$ cat src/rtl/tick_bcd_counter.sv
// tick_bcd_counter
// Turns rising edges of an asynchronous divided-clock level into one-cycle
// ticks in the system clock domain, counts those ticks on a 4-digit BCD
// counter, and scans the four digits onto an active-low seven-segment bus.
module tick_bcd_counter #(
    parameter int SCAN_BITS = 17
) (
    input  logic        clock,
    input  logic        reset,
    input  logic        div_clock,
    input  logic        run,
    input  logic        clear,
    output logic        tick,
    output logic [15:0] count,
    output logic        rollover,
    output logic [3:0]  anode,
    output logic [6:0]  seg
);

    // Synchronizer (sync_p0, sync_p1) plus one edge-detect stage (sync_p2)
    logic                 sync_p0;
    logic                 sync_p1;
    logic                 sync_p2;

    logic [15:0]          count_q;
    logic                 rollover_q;
    logic [16:0]          inc_res;

    logic [SCAN_BITS-1:0] scan_q;
    logic [1:0]           sel;
    logic [3:0]           cur_digit;

    // BCD increment of all four digits; bit 16 flags the 9999 -> 0000 wrap.
    function automatic logic [16:0] bcd_inc(input logic [15:0] value);
        logic [15:0] res;
        logic        carry;
        res   = value;
        carry = 1'b1;
        for (int i = 0; i < 4; i++) begin
            if (carry) begin
                if (value[i*4 +: 4] >= 4'd9) begin
                    // A digit at 9 wraps and carries; >= keeps digits in 0..9
                    res[i*4 +: 4] = 4'd0;
                end else begin
                    res[i*4 +: 4] = value[i*4 +: 4] + 4'd1;
                    carry         = 1'b0;
                end
            end
        end
        return {carry, res};
    endfunction

    // Active-low {g,f,e,d,c,b,a} pattern for one BCD digit; blank otherwise.
    function automatic logic [6:0] seg_decode(input logic [3:0] digit);
        logic [6:0] pattern;
        case (digit)
            4'd0:    pattern = 7'b1000000;
            4'd1:    pattern = 7'b1111001;
            4'd2:    pattern = 7'b0100100;
            4'd3:    pattern = 7'b0110000;
            4'd4:    pattern = 7'b0011001;
            4'd5:    pattern = 7'b0010010;
            4'd6:    pattern = 7'b0000010;
            4'd7:    pattern = 7'b1111000;
            4'd8:    pattern = 7'b0000000;
            4'd9:    pattern = 7'b0010000;
            default: pattern = 7'b1111111;
        endcase
        return pattern;
    endfunction

    // Stage p0..p2: bring div_clock into the clock domain and keep history for edge detect
    always_ff @(posedge clock or posedge reset) begin
        if (reset) begin
            sync_p0 <= 1'b0;
            sync_p1 <= 1'b0;
            sync_p2 <= 1'b0;
        end else begin
            sync_p0 <= div_clock;
            sync_p1 <= sync_p0;
            sync_p2 <= sync_p1;
        end
    end

    // Rising edge of the synchronized level; falling edges are ignored
    assign tick = sync_p1 & ~sync_p2;

    assign inc_res = bcd_inc(count_q);

    // Count update: clear wins over a tick, ticks without run are dropped
    always_ff @(posedge clock or posedge reset) begin
        if (reset) begin
            count_q    <= 16'h0000;
            rollover_q <= 1'b0;
        end else if (clear) begin
            count_q    <= 16'h0000;
            rollover_q <= 1'b0;
        end else if (tick && run) begin
            count_q    <= inc_res[15:0];
            rollover_q <= inc_res[16];
        end else begin
            rollover_q <= 1'b0;
        end
    end

    assign count    = count_q;
    assign rollover = rollover_q;

    // Free-running scan counter; its top two bits pick the displayed digit
    always_ff @(posedge clock or posedge reset) begin
        if (reset) begin
            scan_q <= '0;
        end else begin
            scan_q <= scan_q + 1'b1;
        end
    end

    assign sel = scan_q[SCAN_BITS-1 -: 2];

    // Digit multiplexer feeding the shared segment decoder
    always_comb begin
        cur_digit = count_q[3:0];
        case (sel)
            2'd0: cur_digit = count_q[3:0];
            2'd1: cur_digit = count_q[7:4];
            2'd2: cur_digit = count_q[11:8];
            2'd3: cur_digit = count_q[15:12];
            default: cur_digit = count_q[3:0];
        endcase
    end

    assign anode = ~(4'b0001 << sel);
    assign seg   = seg_decode(cur_digit);

endmodule
$ cat config.mk
export PLATFORM = sky130hd
export DESIGN_NAME = tick_bcd_counter
export DESIGN_NICKNAME = d
export VERILOG_FILES = /design/src/rtl/tick_bcd_counter.sv
export SDC_FILE = /design/constraint.sdc
export NUM_CORES = 1
export LEC_CHECK = 0
export ABC_AREA = 1
export ABC_CLOCK_PERIOD_IN_PS = 1800
export CAP_MARGIN = 30
export CELL_PAD_IN_SITES_DETAIL_PLACEMENT = 0
export CELL_PAD_IN_SITES_GLOBAL_PLACEMENT = 1
export CORE_MARGIN = 10
export CORE_UTILIZATION = 36
export DETAILED_ROUTE_END_ITERATION = 7
export GPL_ROUTABILITY_DRIVEN = 0
export MAX_ROUTING_LAYER = met4
export PLACE_DENSITY_LB_ADDON = 0.08
export SKIP_CTS_REPAIR_TIMING = 1
export SLEW_MARGIN = 30
export SYNTH_ARGS = -nofsm -noshare
export SYNTH_HDL_FRONTEND = slang
export SYNTH_SLANG_ARGS = --single-unit
$ cat constraint.sdc
create_clock -name clock -period 1.8 [get_ports clock]
set_input_delay 0.36 -clock clock [delete_from_list [all_inputs] [get_ports clock]]
set_output_delay 0.36 -clock clock [all_outputs]
set_load 0.005 [all_outputs]
== After elaboration in Yosys (flattened, before gate mapping) ==
Memories as Yosys holds them, arrays and structs flattened.
Cells that the tools add are included.

* Input port bits: 5
* Memories kept: 1
* Flip-flop bits (word level): 37
* Output and inout bits: 29
* Memory bits (read-only): 112
* Word-level logic and storage cells: 54

* Equality and inequality tests: 3
* Mux-type cells: 19
* Add/sub/neg operators: 5
* $lt $le $gt $ge: 4
* Shifts and indexed selects: 1
* Bitwise operators: 3
* Reduce and logical (&&, ||, !) cells: 9

{| class="wikitable"
|+ Memory list
! name !! words !! width !! rd ports !! clocked after Yosys merged registers in !! write ports !! RTL line !! source
|-
| (name not given) || 16 || 7 || 1 || 0 || 0 || 56 || <nowiki>case (digit)</nowiki>
|}

{| class="wikitable"
|+ Operators with widths
! kind !! number
|-
| 16-bit 2-to-1 mux || 2
|-
| 4-bit 2-to-1 mux || 7
|-
| 17-bit by 1-bit adder with 17-bit output (second input constant) || 1
|-
| 4-bit by 1-bit adder with 4-bit output (second input constant) || 4
|-
| 4-bit greater-or-equal comparator (second input constant) || 4
|-
| 4-bit case mux with 4 select lines || 1
|-
| 1-bit 2-to-1 mux || 9
|-
| 2-bit nonzero test || 4
|-
| 2-bit AND reduction || 3
|-
| 2-bit equality test (second input constant) || 2
|-
| 4-bit inverter || 1
|-
| 1-bit by 2-bit left shift with 4-bit output (first input constant) || 1
|-
| 2-bit by 1-bit equality test with 1-bit output (second input constant) || 1
|-
| 2-bit zero test || 1
|-
| 1-bit bitwise AND || 1
|-
| 1-bit logical AND || 1
|-
| 1-bit inverter || 1
|}

== Logic depth before layout (Yosys ltp) ==
* Depth in word-level cells: 7
* Gate-level depth with buffers: 11
* Gate-level depth less buffers: 11

== Worst setup path before layout ==
OpenSTA, ideal clock, no wires.

* Path type: flip-flop to output port
* Start point: reg scan_q[16]
* End point: out seg[6]
* Stages on the path, launching flop included: 11
* Path buffers: 0
* Data required time: 1.440 ns
* Data arrival time: 1.411 ns
* Path slack: 0.029 ns
* Cells stage by stage: dfrtp_1 > nor2_1 > inv_1 > nor2_2 > nor2_4 > inv_1 > ha_1 > inv_1 > nand3_1 > nand2_1 > o21ai_1

* Longest elaborated chain between the ends: 3
* Elaborated cells on any way between the ends: 6
* Those cells by class: eq/ne: 3; mux: 1; reduce/logical: 1; memory: 1

{| class="wikitable"
|+ RTL lines
! item !! RTL line !! source
|-
| start: declaration || 29 || <nowiki>logic [SCAN_BITS-1:0] scan_q;</nowiki>
|-
| start signal: assignment || 114 || <nowiki>scan_q <= scan_q + 1'b1;</nowiki>
|-
| 2-bit equality test, or another cell as far along || 123 || <nowiki>case (sel)</nowiki>
|-
| 4-bit case mux with 4 select lines (*) || 123 ||
|-
| memory read 16 x 7 bit (*) || - ||
|-
| end: declaration || 17 || <nowiki>output logic [6:0] seg</nowiki>
|}

Every way passes the cells marked *; elsewhere a longest branch is shown, timed or not.

== Worst setup path in the final report ==
* Start point: reg scan_q[15]
* End point: out seg[3]

Same word-level chain as after synthesis.

==> impl_metrics.csv <==
group,metric,value,unit
run_status,status,"finished, violations left",
run_status,violations,"setup timing",
finish,postLayoutCellArea,3340,µm²
detailed_routing,routed_wl,5570,µm
clock_network,cts_tree,"built",
global_routing,grt_max_degree,38,
sta,slew_viol_final,0,
sta,post-route-worst-setup-slack,-387,ps
sta,final.period_utilization,122,%
sta,fin_tns_setup,-2560,ps
detailed_routing,remaining_drc_errors,0,
sta,max_freq,457,MHz
detailed_routing,avgRoutedWirePerCell,12.5,µm
placed_design,portBuffers,33,
global_routing,grt_pass1_vias,2042,
min_path,worst_hold_path_type,"flop to flop",
global_routing,antenna_found_initial,0,
min_path,holdPathEnd,"sync_p1",
finish,multi_input_area,1270,µm²
placed_design,placed_cells,429,
finish,seq_area,928,µm²
finish,n_antenna_cell,0,
sta,worst-slew-pin-transition,291,ps
pwr,peakVddDrop,0.000512,V
logic_synthesis,syn_inst,280,
critical_path,crit_path_end_kind,"output port",
detailed_routing,vias,2052,
logic_synthesis,synth_nets,301,
clock_network,cts_buffers,5,
critical_path,worstPathMaxFanout,6,
global_routing,grt_pass1_wl,9350,µm
sta,finalHoldViolations,0,
detailed_routing,viasPerCell,4.61,
pwr,powerDensity,678,nW/µm²
clock_network,clockBufferDepth,2,
finish,layout_common_cells,"56 x nand2_1, 44 x buf_4, 37 x inv_1",
floorplanning,io_pins,34,
floorplanning,row_count,28,
detailed_routing,drtIter0Drc,42,
global_routing,grt_use_total,11.6,%
clock_network,worstSkewPairLatency,290,ps
finish,postLayoutCoreUtil,55.4,%
min_path,holdPathStages,0,
placed_design,placed_area,3010,µm²
critical_path,r2r_slack,80,ps
critical_path,r2r-start,"count[5]",
logic_synthesis,ys_seq_elements,37,
sta,finClkSkew,5.69,ps
floorplanning,core-area,6030,µm²
clock_network,cts_htree_levels,2,
pwr,power.leakage,1.78,nW
logic_synthesis,seq_area_frac_synth,40.8,%
finish,fin_cells,445,
pwr,total_power,2.26,mW
critical_path,cp.arrival,1830,ps
job,drv_cap,0,
floorplanning,start_util,37.6,%
finish,drive_gt1_share,30.0,%
detailed_routing,drtPass1Iterations,4,
finish,n_fill_cell,589,
logic_synthesis,yosys_warnings,0,
critical_path,cp-start-kind,"flop",
critical_path,crit_type,"flop to output port",
logic_synthesis,synthDistinctLibCells,29,
floorplanning,die_h,99.4,µm
min_path,holdCritStartpoint,"sync_p0",
sta,final-setup-viol-count,7,
critical_path,worstReg2RegEnd,"count[12]",
floorplanning,die_x,99.4,µm
sta,rsz0062_at_grt,"yes",
sta,finalCriticalPeriod,2190,ps
finish,nets,390,
finish,layout_commonest_cell,"nand2_1",
logic_synthesis,postSynthAreaPerCell,8.10,µm²
placed_design,hpwl,4230,µm
critical_path,rr_worst_depth,12,
global_routing,gr-total-overflow,0,
clock_network,clkSinkCount,37,
clock_network,root_buffer,"clkbuf_8",
detailed_routing,ant_nets,0,
floorplanning,die_area,9880,µm²
finish,syn_to_final_growth,47.0,%
placed_design,place_ws,-491,ps
clock_network,cts.clk_slew.worst_paths,80,ps
sta,fin_hold_ws,354,ps
sta,max-slew-margin-rel,80.4,%
critical_path,required,1440,ps
logic_synthesis,syn_area,2270,µm²
[critical path, stage by stage (launching register included)]
cell     delay (ps)
dfrtp_2         460
buf_12          150
nand3_2          80
nand3_2         100
nor2_4          130
inv_2            60
ha_4            260
nand3_2          50
nand2_1          50
nand2_1          40
nand2_1          60
buf_2           100
[per-layer routing]
metal | share of wire (%) | vias up | global-route usage (%)
li1 | - | 1072 | -
met1 | 49 | 940 | 15.5
met2 | 45 | 36 | 16.7
met3 | 5.1 | 4 | 3.67
met4 | 0.68 | 0 | 2.32
met5 | 0 | - | -
[report_power, final]
part,leakage (nW),switching [mW],total [mW],internal (mW)
registers,0.485,0.0471,0.938,0.891
clock network,0.0481,0.317,0.591,0.275
logic,1.25,0.359,0.732,0.373
total,1.78,0.723,2.26,1.54
[logic make-up after synthesis]
kind of cell	count (synthesis)	synth area share (%)
and+or+nand+nor	143	30.1
adders and majority gates	16	8.83
xor gates and xnor gates	17	6.56
buffers and inverters	50	9.38
DFF	37	40.8
AOI/OAI and AO/OA	17	4.30
[cell usage after synthesis]
library cell,n,share of area [%]
a211oi_1,1,0.33
a21oi_1,4,0.88
a21oi_2,1,0.39
a31oi_1,1,0.28
buf_6,3,1.5
clkinv_1,1,0.17
dfrtp_1,37,41
ha_1,16,8.8
inv_1,42,6.9
inv_2,3,0.50
inv_4,1,0.28
nand2_1,60,9.9
nand2_2,5,1.4
nand2_4,1,0.50
nand3_1,37,8.2
nand3_2,3,1.3
nand3b_1,1,0.33
nand4_1,3,0.83
nand4_2,1,0.55
nor2_1,16,2.6
nor2_2,2,0.55
nor2_4,3,1.5
nor3_1,11,2.4
o21ai_0,7,1.5
o21ai_1,1,0.22
o21ai_2,1,0.39
o22ai_1,1,0.28
xnor2_1,7,2.7
xor2_1,10,3.9
[state kept, by name (all words and copies together) (netlist names)]
| name | count |
|---|---|
| sync_p0 | 1 |
| count | 16 |
| scan_q | 17 |
| sync_p2 | 1 |
| rollover | 1 |
| sync_p1 | 1 |
[how the worst max path moves through the flow]
| stage | end | slack (ps) | cells after the start | start |
|---|---|---|---|---|
| after floorplan | seg[6] | 30 | 10 | scan_q[16] |
| after global placement | seg[3] | -460 | 11 | scan_q[16] |
| after detailed placement | seg[6] | -490 | 11 | scan_q[16] |
| after CTS | seg[6] | -820 | 11 | scan_q[16] |
| after global routing | seg[3] | -520 | 11 | scan_q[15] |
| final | seg[3] | -390 | 11 | scan_q[15] |
[final cells by class]
cell class	count	area share, %
multi-input combinational	193	38.0
sequential	37	27.8
timing repair buffer	85	23.1
inverter	47	5.51
tap	75	2.81
clock buffer	5	2.06
clock inverter	3	0.675
(Power assumes the default switching activity.)
